[src/rtl/flit_sink_if.sv]
// flit_sink_if: link between a router output port and the ejection endpoint.
//
// Handshake: flow control is credit-based, with no ready signal. The router
// asserts `read` for one cycle per flit, and `in_port` holds that flit in the
// same cycle. For every flit it consumes, the sink returns a one-cycle pulse on
// `out_credit[vc]`. The router must never have more flits outstanding on a VC
// than that VC's buffer depth.
//
// Signals:
//   in_port    - flit {dest, source, head, tail, vc}   (router -> sink)
//   read       - flit-valid strobe                      (router -> sink)
//   out_credit - per-VC credit pulse                    (sink -> router)
interface flit_sink_if #(
   parameter int flit_size  = 30,
   parameter int num_of_vcs = 2
) ();
   logic [flit_size-1:0]  in_port;
   logic                  read;
   logic [num_of_vcs-1:0] out_credit;

   modport master (output in_port, output read, input out_credit);
   modport slave  (input in_port, input read, output out_credit);
endinterface

[src/rtl/flit_sink.sv]
// flit_sink: ejection endpoint for a router's local port.
//
// The sink buffers incoming flits in one FIFO per VC. Each cycle it drains one
// flit, picking the VC by round-robin. It returns a delayed credit for each
// drained flit, checks packet framing and destination, and counts packets and
// flits. `done` means every expected packet has arrived and the sink is idle.
//
// Ports:
//   clk, rst_n        - clock, synchronous active-low reset
//   rx                - flit_sink_if slave (in_port, read, out_credit)
//   expected_packets  - number of packets to receive before done
//   pkt_count         - completed packets (saturating)
//   flit_count        - consumed flits (saturating)
//   err               - sticky flags {orphan, head-in-packet, bad dest, overflow}
//   done              - reception complete (registered)
//   fsm_state_o       - framing state per VC (1 = inside a packet)
module flit_sink #(
   parameter int flit_size                      = 30,
   parameter int node_id_size                   = 10,
   parameter int ID                             = 0,
   parameter int num_of_vcs                     = 2,
   parameter int vcs_size                       = 2,
   parameter int buffer_addr_w                  = 1,
   parameter int num_credit_delay               = 1,
   parameter int entries_addr_w                 = 10,
   parameter int max_num_of_packet_flits_addr_w = 8
) (
   input  logic                     clk,
   input  logic                     rst_n,
   flit_sink_if.slave               rx,
   input  logic [entries_addr_w-1:0] expected_packets,
   output logic [entries_addr_w-1:0] pkt_count,
   output logic [entries_addr_w+max_num_of_packet_flits_addr_w-1:0] flit_count,
   output logic [3:0]                err,
   output logic                      done,
   output logic [num_of_vcs-1:0]     fsm_state_o
);

   localparam int DEPTH    = 1 << buffer_addr_w;
   localparam int FCW      = entries_addr_w + max_num_of_packet_flits_addr_w;
   localparam int RW       = (num_of_vcs > 1) ? $clog2(num_of_vcs) : 1;
   localparam int HEAD_BIT = flit_size - 2*node_id_size - 1;
   localparam int TAIL_BIT = HEAD_BIT - 1;
   localparam logic [buffer_addr_w:0]  FULL_CNT = (buffer_addr_w+1)'(DEPTH);
   localparam logic [node_id_size-1:0] MY_ID    = node_id_size'(ID);

   localparam logic [0:0] S_IDLE   = 1'b0;
   localparam logic [0:0] S_IN_PKT = 1'b1;

   // Per-VC FIFO storage and pointers
   logic [flit_size-1:0]     mem_q    [num_of_vcs][DEPTH];
   logic [buffer_addr_w-1:0] wr_ptr_q [num_of_vcs];
   logic [buffer_addr_w-1:0] rd_ptr_q [num_of_vcs];
   logic [buffer_addr_w:0]   cnt_q    [num_of_vcs];
   logic [0:0]               state_q  [num_of_vcs];

   logic [RW-1:0]               rr_q;
   logic [num_of_vcs-1:0]       cred_q [num_credit_delay];
   logic [entries_addr_w-1:0]   pkt_count_q;
   logic [FCW-1:0]              flit_count_q;
   logic [3:0]                  err_q, err_d;
   logic                        done_q, done_d;

   // Write side
   logic [vcs_size-1:0]   wr_vc_raw;
   logic                  wr_vc_ok;
   logic [RW-1:0]         wr_vc;
   logic                  push, overflow;
   logic [num_of_vcs-1:0] push_vec, pop_vec;

   // Drain side
   logic                  gnt_valid;
   logic [RW-1:0]         gnt_vc;
   logic [flit_size-1:0]  pop_flit;
   logic                  pop_head, pop_tail;
   logic [0:0]            cur_state, nxt_state;
   logic                  pkt_done, e_head, e_orphan, e_dest;
   logic                  all_empty, cred_any;
   logic                  unused_flit_bits;

   assign wr_vc_raw = rx.in_port[vcs_size-1:0];
   assign wr_vc_ok  = int'(wr_vc_raw) < num_of_vcs;
   assign wr_vc     = RW'(wr_vc_raw);

   // Round-robin grant: first non-empty VC starting at the pointer
   always_comb begin
      int idx;
      idx       = 0;
      gnt_valid = 1'b0;
      gnt_vc    = '0;
      for (int i = 0; i < num_of_vcs; i++) begin
         idx = int'(rr_q) + i;
         if (idx >= num_of_vcs) idx = idx - num_of_vcs;
         if (!gnt_valid && cnt_q[idx] != '0) begin
            gnt_valid = 1'b1;
            gnt_vc    = RW'(idx);
         end
      end
   end

   // A full VC may still accept a flit when it is draining in the same cycle
   always_comb begin
      push = 1'b0;
      if (rx.read && wr_vc_ok)
         push = (cnt_q[wr_vc] != FULL_CNT) || (gnt_valid && gnt_vc == wr_vc);
      overflow = rx.read && !push;
   end

   always_comb begin
      push_vec = '0;
      pop_vec  = '0;
      for (int v = 0; v < num_of_vcs; v++) begin
         push_vec[v] = push && (wr_vc == RW'(v));
         pop_vec[v]  = gnt_valid && (gnt_vc == RW'(v));
      end
   end

   assign pop_flit = mem_q[gnt_vc][rd_ptr_q[gnt_vc]];
   assign pop_head = pop_flit[HEAD_BIT];
   assign pop_tail = pop_flit[TAIL_BIT];
   assign unused_flit_bits = ^{pop_flit[flit_size-node_id_size-1:HEAD_BIT+1],
                               pop_flit[TAIL_BIT-1:0]};

   // Framing check on the popped flit
   always_comb begin
      cur_state = state_q[gnt_vc];
      nxt_state = cur_state;
      pkt_done  = 1'b0;
      e_head    = 1'b0;
      e_orphan  = 1'b0;
      e_dest    = 1'b0;
      if (gnt_valid) begin
         e_dest = pop_flit[flit_size-1:flit_size-node_id_size] != MY_ID;
         if (pop_head) begin
            // A head inside a packet abandons the old packet and restarts
            e_head    = (cur_state == S_IN_PKT);
            pkt_done  = pop_tail;
            nxt_state = pop_tail ? S_IDLE : S_IN_PKT;
         end else if (cur_state == S_IDLE) begin
            e_orphan = 1'b1;
         end else if (pop_tail) begin
            pkt_done  = 1'b1;
            nxt_state = S_IDLE;
         end
      end
   end

   always_comb begin
      all_empty = 1'b1;
      for (int v = 0; v < num_of_vcs; v++)
         if (cnt_q[v] != '0) all_empty = 1'b0;
      cred_any = 1'b0;
      for (int k = 0; k < num_credit_delay; k++)
         if (cred_q[k] != '0) cred_any = 1'b1;
      err_d  = err_q | {e_orphan, e_head, e_dest, overflow};
      done_d = (pkt_count_q >= expected_packets) && all_empty && !cred_any && !rx.read;
   end

   // FIFO storage is not reset; validity is tracked by cnt_q
   always_ff @(posedge clk) begin
      for (int v = 0; v < num_of_vcs; v++)
         if (push_vec[v]) mem_q[v][wr_ptr_q[v]] <= rx.in_port;
   end

   always_ff @(posedge clk) begin
      if (!rst_n) begin
         for (int v = 0; v < num_of_vcs; v++) begin
            wr_ptr_q[v] <= '0;
            rd_ptr_q[v] <= '0;
            cnt_q[v]    <= '0;
            state_q[v]  <= S_IDLE;
         end
         for (int k = 0; k < num_credit_delay; k++) cred_q[k] <= '0;
         rr_q         <= '0;
         pkt_count_q  <= '0;
         flit_count_q <= '0;
         err_q        <= '0;
         done_q       <= 1'b0;
      end else begin
         for (int v = 0; v < num_of_vcs; v++) begin
            if (push_vec[v]) wr_ptr_q[v] <= wr_ptr_q[v] + 1'b1;
            if (pop_vec[v])  rd_ptr_q[v] <= rd_ptr_q[v] + 1'b1;
            case ({push_vec[v], pop_vec[v]})
               2'b10:   cnt_q[v] <= cnt_q[v] + 1'b1;
               2'b01:   cnt_q[v] <= cnt_q[v] - 1'b1;
               default: cnt_q[v] <= cnt_q[v];
            endcase
         end
         if (gnt_valid) begin
            state_q[gnt_vc] <= nxt_state;
            rr_q <= (int'(gnt_vc) == num_of_vcs-1) ? '0 : gnt_vc + 1'b1;
            if (flit_count_q != '1) flit_count_q <= flit_count_q + 1'b1;
         end
         if (pkt_done && pkt_count_q != '1) pkt_count_q <= pkt_count_q + 1'b1;
         cred_q[0] <= pop_vec;
         for (int k = 1; k < num_credit_delay; k++) cred_q[k] <= cred_q[k-1];
         err_q  <= err_d;
         done_q <= done_d;
      end
   end

   assign rx.out_credit = cred_q[num_credit_delay-1];
   assign pkt_count     = pkt_count_q;
   assign flit_count    = flit_count_q;
   assign err           = err_q;
   assign done          = done_q;

   always_comb begin
      fsm_state_o = '0;
      for (int v = 0; v < num_of_vcs; v++) fsm_state_o[v] = state_q[v][0];
   end

endmodule

[src/flat_wrapper.sv]
// flat-port wrapper written by rule: the top's interface ports become plain ports
module flit_sink_flat 
#(
   parameter int flit_size                      = 30,
   parameter int node_id_size                   = 10,
   parameter int ID                             = 0,
   parameter int num_of_vcs                     = 2,
   parameter int vcs_size                       = 2,
   parameter int buffer_addr_w                  = 1,
   parameter int num_credit_delay               = 1,
   parameter int entries_addr_w                 = 10,
   parameter int max_num_of_packet_flits_addr_w = 8
)
  (clk, rst_n, expected_packets, pkt_count, flit_count, err, done, fsm_state_o, rx_in_port, rx_read, rx_out_credit);
  flit_sink_if #(.flit_size(flit_size), .num_of_vcs(num_of_vcs)) rx_i ();
  input  logic clk;
  input  logic rst_n;
  input  logic [entries_addr_w-1:0] expected_packets;
  output logic [entries_addr_w-1:0] pkt_count;
  output logic [entries_addr_w+max_num_of_packet_flits_addr_w-1:0] flit_count;
  output logic [3:0] err;
  output logic done;
  output logic [num_of_vcs-1:0] fsm_state_o;
  input wire logic [$bits(rx_i.in_port)-1:0] rx_in_port;
  input wire logic [$bits(rx_i.read)-1:0] rx_read;
  output wire logic [$bits(rx_i.out_credit)-1:0] rx_out_credit;
  assign rx_i.in_port = rx_in_port;
  assign rx_i.read = rx_read;
  assign rx_out_credit = rx_i.out_credit;
  flit_sink #(.flit_size(flit_size), .node_id_size(node_id_size), .ID(ID), .num_of_vcs(num_of_vcs), .vcs_size(vcs_size), .buffer_addr_w(buffer_addr_w), .num_credit_delay(num_credit_delay), .entries_addr_w(entries_addr_w), .max_num_of_packet_flits_addr_w(max_num_of_packet_flits_addr_w)) u_core (.clk(clk), .rst_n(rst_n), .rx(rx_i), .expected_packets(expected_packets), .pkt_count(pkt_count), .flit_count(flit_count), .err(err), .done(done), .fsm_state_o(fsm_state_o));
endmodule
[config.mk]
export PLATFORM = sky130hd
export DESIGN_NAME = flit_sink_flat
export DESIGN_NICKNAME = d
export VERILOG_FILES = /design/src/rtl/flit_sink_if.sv /design/src/rtl/flit_sink.sv /design/src/flat_wrapper.sv
export SDC_FILE = /design/constraint.sdc
export NUM_CORES = 1
export LEC_CHECK = 0
export BUFFER_PORTS_ARGS = -buffer_cell sky130_fd_sc_hd__buf_2
export CAP_MARGIN = 20
export CORE_UTILIZATION = 30
export DETAILED_ROUTE_END_ITERATION = 6
export SLEW_MARGIN = 20
export SYNTH_ARGS = -nofsm -noshare
export SYNTH_HDL_FRONTEND = slang
export SYNTH_SLANG_ARGS = --single-unit
[constraint.sdc]
create_clock -name clk -period 3.8 [get_ports clk]
set_input_delay 0.38 -clock clk [delete_from_list [all_inputs] [get_ports clk]]
set_output_delay 0.38 -clock clk [all_outputs]
set_load 0.01 [all_outputs]
=== Word level (Yosys, flattened, before mapping) ===
Memory sizes are Yosys's and may differ from the RTL's.
Index checks and enable logic that the tools add are counted.

* Add/subtract/negate cells: 14
* Order comparisons: 9
* Equal/unequal tests: 8
* Muxes and demuxes: 87
* Bitwise gates (word level): 16
* Reduce and logical (&&, ||, !) cells: 31

{| class="wikitable"
|+ Operators by type and width
! operator !! count
|-
| $mux 60 || 4
|-
| $mux 30 || 5
|-
| $mux 1 || 69
|-
| $demux 30 s1 || 2
|-
| $reduce_or 60->1 || 1
|-
| $add 18x1->18 const B || 1
|-
| $ne 18x18->1 const B || 1
|-
| $logic_and 1x1->1 || 14
|-
| $mux 2 || 7
|-
| $add 10x1->10 const B || 1
|-
| $ge 10x10->1 || 1
|-
| $ne 10x10->1 const B || 1
|-
| $or 1x1->1 || 10
|-
| $reduce_bool 10->1 || 1
|-
| $reduce_bool 2->1 || 5
|-
| $ge 2x2->1 const B || 4
|-
| $not 1->2 || 3
|-
| $reduce_or 2->1 || 3
|-
| $add 1x1->1 const B || 5
|-
| $add 2x1->2 const B || 2
|-
| $eq 2x1->1 const B || 2
|-
| $eq 2x2->1 const B || 2
|-
| $logic_not 1->1 || 4
|-
| $lt 2x1->1 const B || 2
|-
| other kinds (12) || 15
|}

* Register bits after elaboration: 34
* Bits in writable memories: 132
* Input port bits: 43
* Output and inout port bits: 37
* Logic and storage cells: 176
* Memories: 6

{| class="wikitable"
|+ Memory list
! name !! depth !! bits a word !! read ports !! clocked after memory_dff !! wr ports !! line !! source
|-
| u_core.mem_q || 2 || 60 || 1 || 0 || 1 || flit_sink.sv:51 || <nowiki>logic [flit_size-1:0] mem_q [num_of_vcs][DEPTH];</nowiki>
|-
| u_core.cnt_q || 2 || 2 || 5 || 0 || 2 || flit_sink.sv:54 || <nowiki>logic [buffer_addr_w:0] cnt_q [num_of_vcs];</nowiki>
|-
| u_core.cred_q || 1 || 2 || 1 || 0 || 1 || flit_sink.sv:58 || <nowiki>logic [num_of_vcs-1:0] cred_q [num_credit_delay];</nowiki>
|-
| u_core.rd_ptr_q || 2 || 1 || 3 || 0 || 2 || flit_sink.sv:53 || <nowiki>logic [buffer_addr_w-1:0] rd_ptr_q [num_of_vcs];</nowiki>
|-
| u_core.state_q || 2 || 1 || 3 || 0 || 2 || flit_sink.sv:55 || <nowiki>logic [0:0] state_q [num_of_vcs];</nowiki>
|-
| u_core.wr_ptr_q || 2 || 1 || 2 || 0 || 2 || flit_sink.sv:52 || <nowiki>logic [buffer_addr_w-1:0] wr_ptr_q [num_of_vcs];</nowiki>
|}

=== Logic depth before layout (Yosys ltp) ===
An unclocked memory read counts as a cell.

* Word-level depth: 20
* Mapped depth: 9
* Depth with buffers taken out: 8

=== Worst setup path after synthesis ===
No wires, ideal clock.

* Kind: register -> register
* Start: memory u_core.cnt_q[0][0] in the netlist's numbering
* End: memory u_core.mem_q[1][38] in the netlist's numbering, enable pin
* Setup time: 0.380 ns
* Data arrival time: 2.451 ns
* Data required time: 3.420 ns
* Path slack: 0.969 ns
* Cell stages (with the launch flop): 7
* Buffers on the path: 1
* Period minus slack after synthesis: 2.831 ns
* Cell sequence: edfxtp_1 or3_1 or3_4 and2_1 buf_6 a311o_1 nor2_1

{| class="wikitable"
|+ RTL lines
! what !! line
|-
| start: declaration || flit_sink.sv:54
|-
| end: declaration || flit_sink.sv:51
|}

==> results.toml <==
[run_status]
outcome = "completed"

[setup_path]
rr_startpoint = "u_core.cnt_q[0][0]"
required_ps = 3870
cpPeakStageDelay_ps = 630
worst_ep_arrival_time_ps = 3290
start_kind = "flop"
crit_slowest_cell = "o41ai_1"
cp_max_fo = 6
endpoint_kind = "flop"
r2r_cells = 8
reg2reg_slack_ps = 580
crit_type = "flop to flop"
crit_chain = "or2_2, a21boi_0, nor2_1, nand2_1, inv_1, ha_1, o41ai_1, o22ai_1"
r2r_end = "u_core.cnt_q[1][1]"

[cts]
clk_latency_ps = 350
cts-root-buf = "clkbuf_16"
postCtsSetupBuffers = 0
cts_tree = "built"
cts.clk_slew.worst_paths_ps = 70
h-tree-depth = 3
hold_buffers = 0
cts_buffers = 9
cts_resized = 0
cts_num_sinks = 95
clock_path_buffers = 2

[routing]
wl_per_cell_um = 14.7
drt-pass1-iter-count = 4
ant_nets = 0
wirelength_um = 9280
vias = 3035
dr.first_iter.drc_count = 143
drc = 0
viasPerCell = 4.79

[sta]
slew_headroom_pct = 48.0
rsz0062_at_grt = "no"
setup_violations = 0
worst_pin_slew_ps = 773
skew_ps = 10.2
min_period_ps = 3220
fin_crit_sh_pct = 84.9
slew_violations = 0
max_freq_ghz = 0.310
timing.final.hold_violations = 0
setup-tns-final_ps = 0

[cells_and_area]
final_nets = 508
multi_input_area_um2 = 1660
seq_area_um2 = 2460
area_growth_pct = 19.1
fillers = 1377
stdcell_area_um2 = 5090
final_cells = 633
drive_gt1_share_pct = 20.8
antenna_cells = 0

[place]
routabilityCongestion = 0.754
port_buffers = 63
dpl_cell_area_um2 = 4780
dp_cells = 617
dp_hpwl_um = 6820

[synthesis]
syn_nets = 443
yosys_most_used_dff = "edfxtp_1"
synth.avg_cell_area_um2 = 11.2
synth-seq-area-share_pct = 57.6
synthArstFlopShare_pct = 0
ys_types = 54
synth.yosys.warnings = 0
synth_seq_cells = 95
synth_edf_count = 56
syn_inst = 383
syn_area_um2 = 4270

[global_routing]
globalRoute.totalOverflow = 0
grt_max_degree = 32
grt_pass1_wl_um = 14800
grt_pass1_vias = 3015
track_usage_pct = 13.3
grt_antenna_before_repair = 0

[min_path]
whs_path_depth = 1
hold_class = "input pin to flop"
hold_end = "u_core.mem_q[1][25]"
hold_start = "rx_in_port[25]"

[power]
ir_worst_vdd_uv = 293
combPwrFrac_pct = 24.6
p_sw_mw = 0.970
pwr-share-seq_pct = 44.4
p_int_mw = 2.03
p_sw_share_pct = 32.3
pwr-share-clk_pct = 31.0
p_leak_nw = 1.97
p_per_area_nw_per_um2 = 590
power.total_mw = 3.00

[floorplanning]
die_w_um = 121
rows = 43
core_um2 = 13900
die_area_um2 = 14700
fp.dieH_um = 121
ioPinCount = 80
initial_utilization_pct = 30.8

[flow_run]
max_cap_violations = 0
[through the flow]
step                      hold WS (ps)  utilization, %  worst slack [ps]
after floorplan                    479               -               969
after global placement             447            34.4               659
after detailed placement           471            34.4               610
after CTS                          254            36.7               588
after global routing               257            36.7               311
final                              267            36.7               575
[layout make-up]
type                       instances  area share (%)
clock buffer                       9            4.43
clock inverter                     7            1.70
inverter                          23            1.70
multi-input combinational        253            32.7
sequential                        95            48.4
tap                              180            4.43
timing repair buffer              66            6.64
[synthesized netlist by cell type (all sizes together) (5+ instances only)]
master / number / area [um2]
nand2: 26 / 97.6
nand2b: 10 / 62.6
nand4: 10 / 62.6
xor2: 5 / 43.8
ha: 17 / 213
nor4b: 5 / 43.8
dfxtp: 39 / 781
or3: 5 / 36.3
nand3: 14 / 70.1
nor3: 9 / 45.0
nor2: 40 / 150
edfxtp: 56 / 1680
mux2i: 7 / 70.1
xnor2: 14 / 123
inv: 23 / 86.3
o21ai: 11 / 55.1
and2: 6 / 37.5
clkbuf: 8 / 30.0
nor4: 16 / 100
a21oi: 10 / 53.8
and3: 5 / 31.3
[registers in the layout, summed over array words and instances (netlist names), named ones only]
| register | cells |
|---|---|
| u_core.state_q | 2 |
| u_core.done | 1 |
| u_core.rd_ptr_q | 2 |
| u_core.wr_ptr_q | 2 |
| u_core.cred_q | 2 |
| u_core.flit_count | 18 |
| u_core.cnt_q | 4 |
| u_core.rr_q | 1 |
| u_core.mem_q | 48 |
| u_core.pkt_count | 10 |
| u_core.err | 4 |
[critical path, delay by kind of cell (launching register included)]
| family | cells | cell delay (ps) |
|---|---|---|
| compound gates | 3 | 1300 |
| simple gates | 3 | 820 |
| buf+inv | 1 | 140 |
| flops | 1 | 460 |
| fa+ha+maj | 1 | 240 |
[power by group through the flow]
stage               registers, mW  logic, mW  clock network, mW
floorplan                    1.33      0.562                  0
global placement             1.35      0.717                  0
detailed placement           1.36      0.739                  0
CTS                          1.33      0.742              0.960
global route                 1.35      0.828              0.996
finish                       1.33      0.737              0.930
[worst max path at each step]
stage | from | slack [ps] | depth (start not counted) | endpoint
final | u_core.cnt_q[0][0] | 580 | 8 | u_core.cnt_q[1][1]
after global routing | u_core.cnt_q[0][0] | 310 | 8 | u_core.cnt_q[1][1]
after CTS | u_core.cnt_q[0][0] | 590 | 8 | u_core.cnt_q[1][1]
after detailed placement | u_core.cnt_q[0][0] | 610 | 8 | u_core.cnt_q[1][1]
after global placement | u_core.cnt_q[0][0] | 660 | 8 | u_core.cnt_q[1][1]
after floorplan | u_core.cnt_q[0][0] | 970 | 6 | u_core.mem_q[1][38]
[cell usage in the layout (no fill, tap or decap), types with 5 or more instances in the layout]
cell,n
xor2_1,5
o21ai_0,11
nor2_1,40
buf_2,63
and2_1,6
mux2i_1,7
nand4_1,10
clkbuf_16,9
a21oi_1,9
nor3_1,9
nand2b_1,10
ha_1,17
nand2_1,26
nand3_1,14
edfxtp_1,56
nor4_1,16
nor4b_1,5
dfxtp_1,39
inv_1,22
and3_1,5
xnor2_1,14
[per-layer routing]
layer / routed length (um) / GRT usage [%] / up-vias / part of all wire (%)
li1: - / - / 1536 / -
met5: 0 / 0 / - / 0
met2: 4470 / 22.2 / 66 / 48
met3: 390 / 3.57 / 2 / 4.2
met1: 4370 / 16.4 / 1431 / 47
met4: 49 / 4.86 / 0 / 0.53
[cells by family after synthesis]
group,count (synthesis),synth area share [%]
multiplexers,9,2.17
AND/OR/NAND/NOR,159,19.6
XOR/XNOR,19,3.89
AO/OA/AOI/OAI,49,8.35
buffers and inverters,35,3.43
flip-flops,95,57.6
adder cells (fa/ha/maj),17,4.98
No activity file was read; power rests on OpenSTA's default activity.
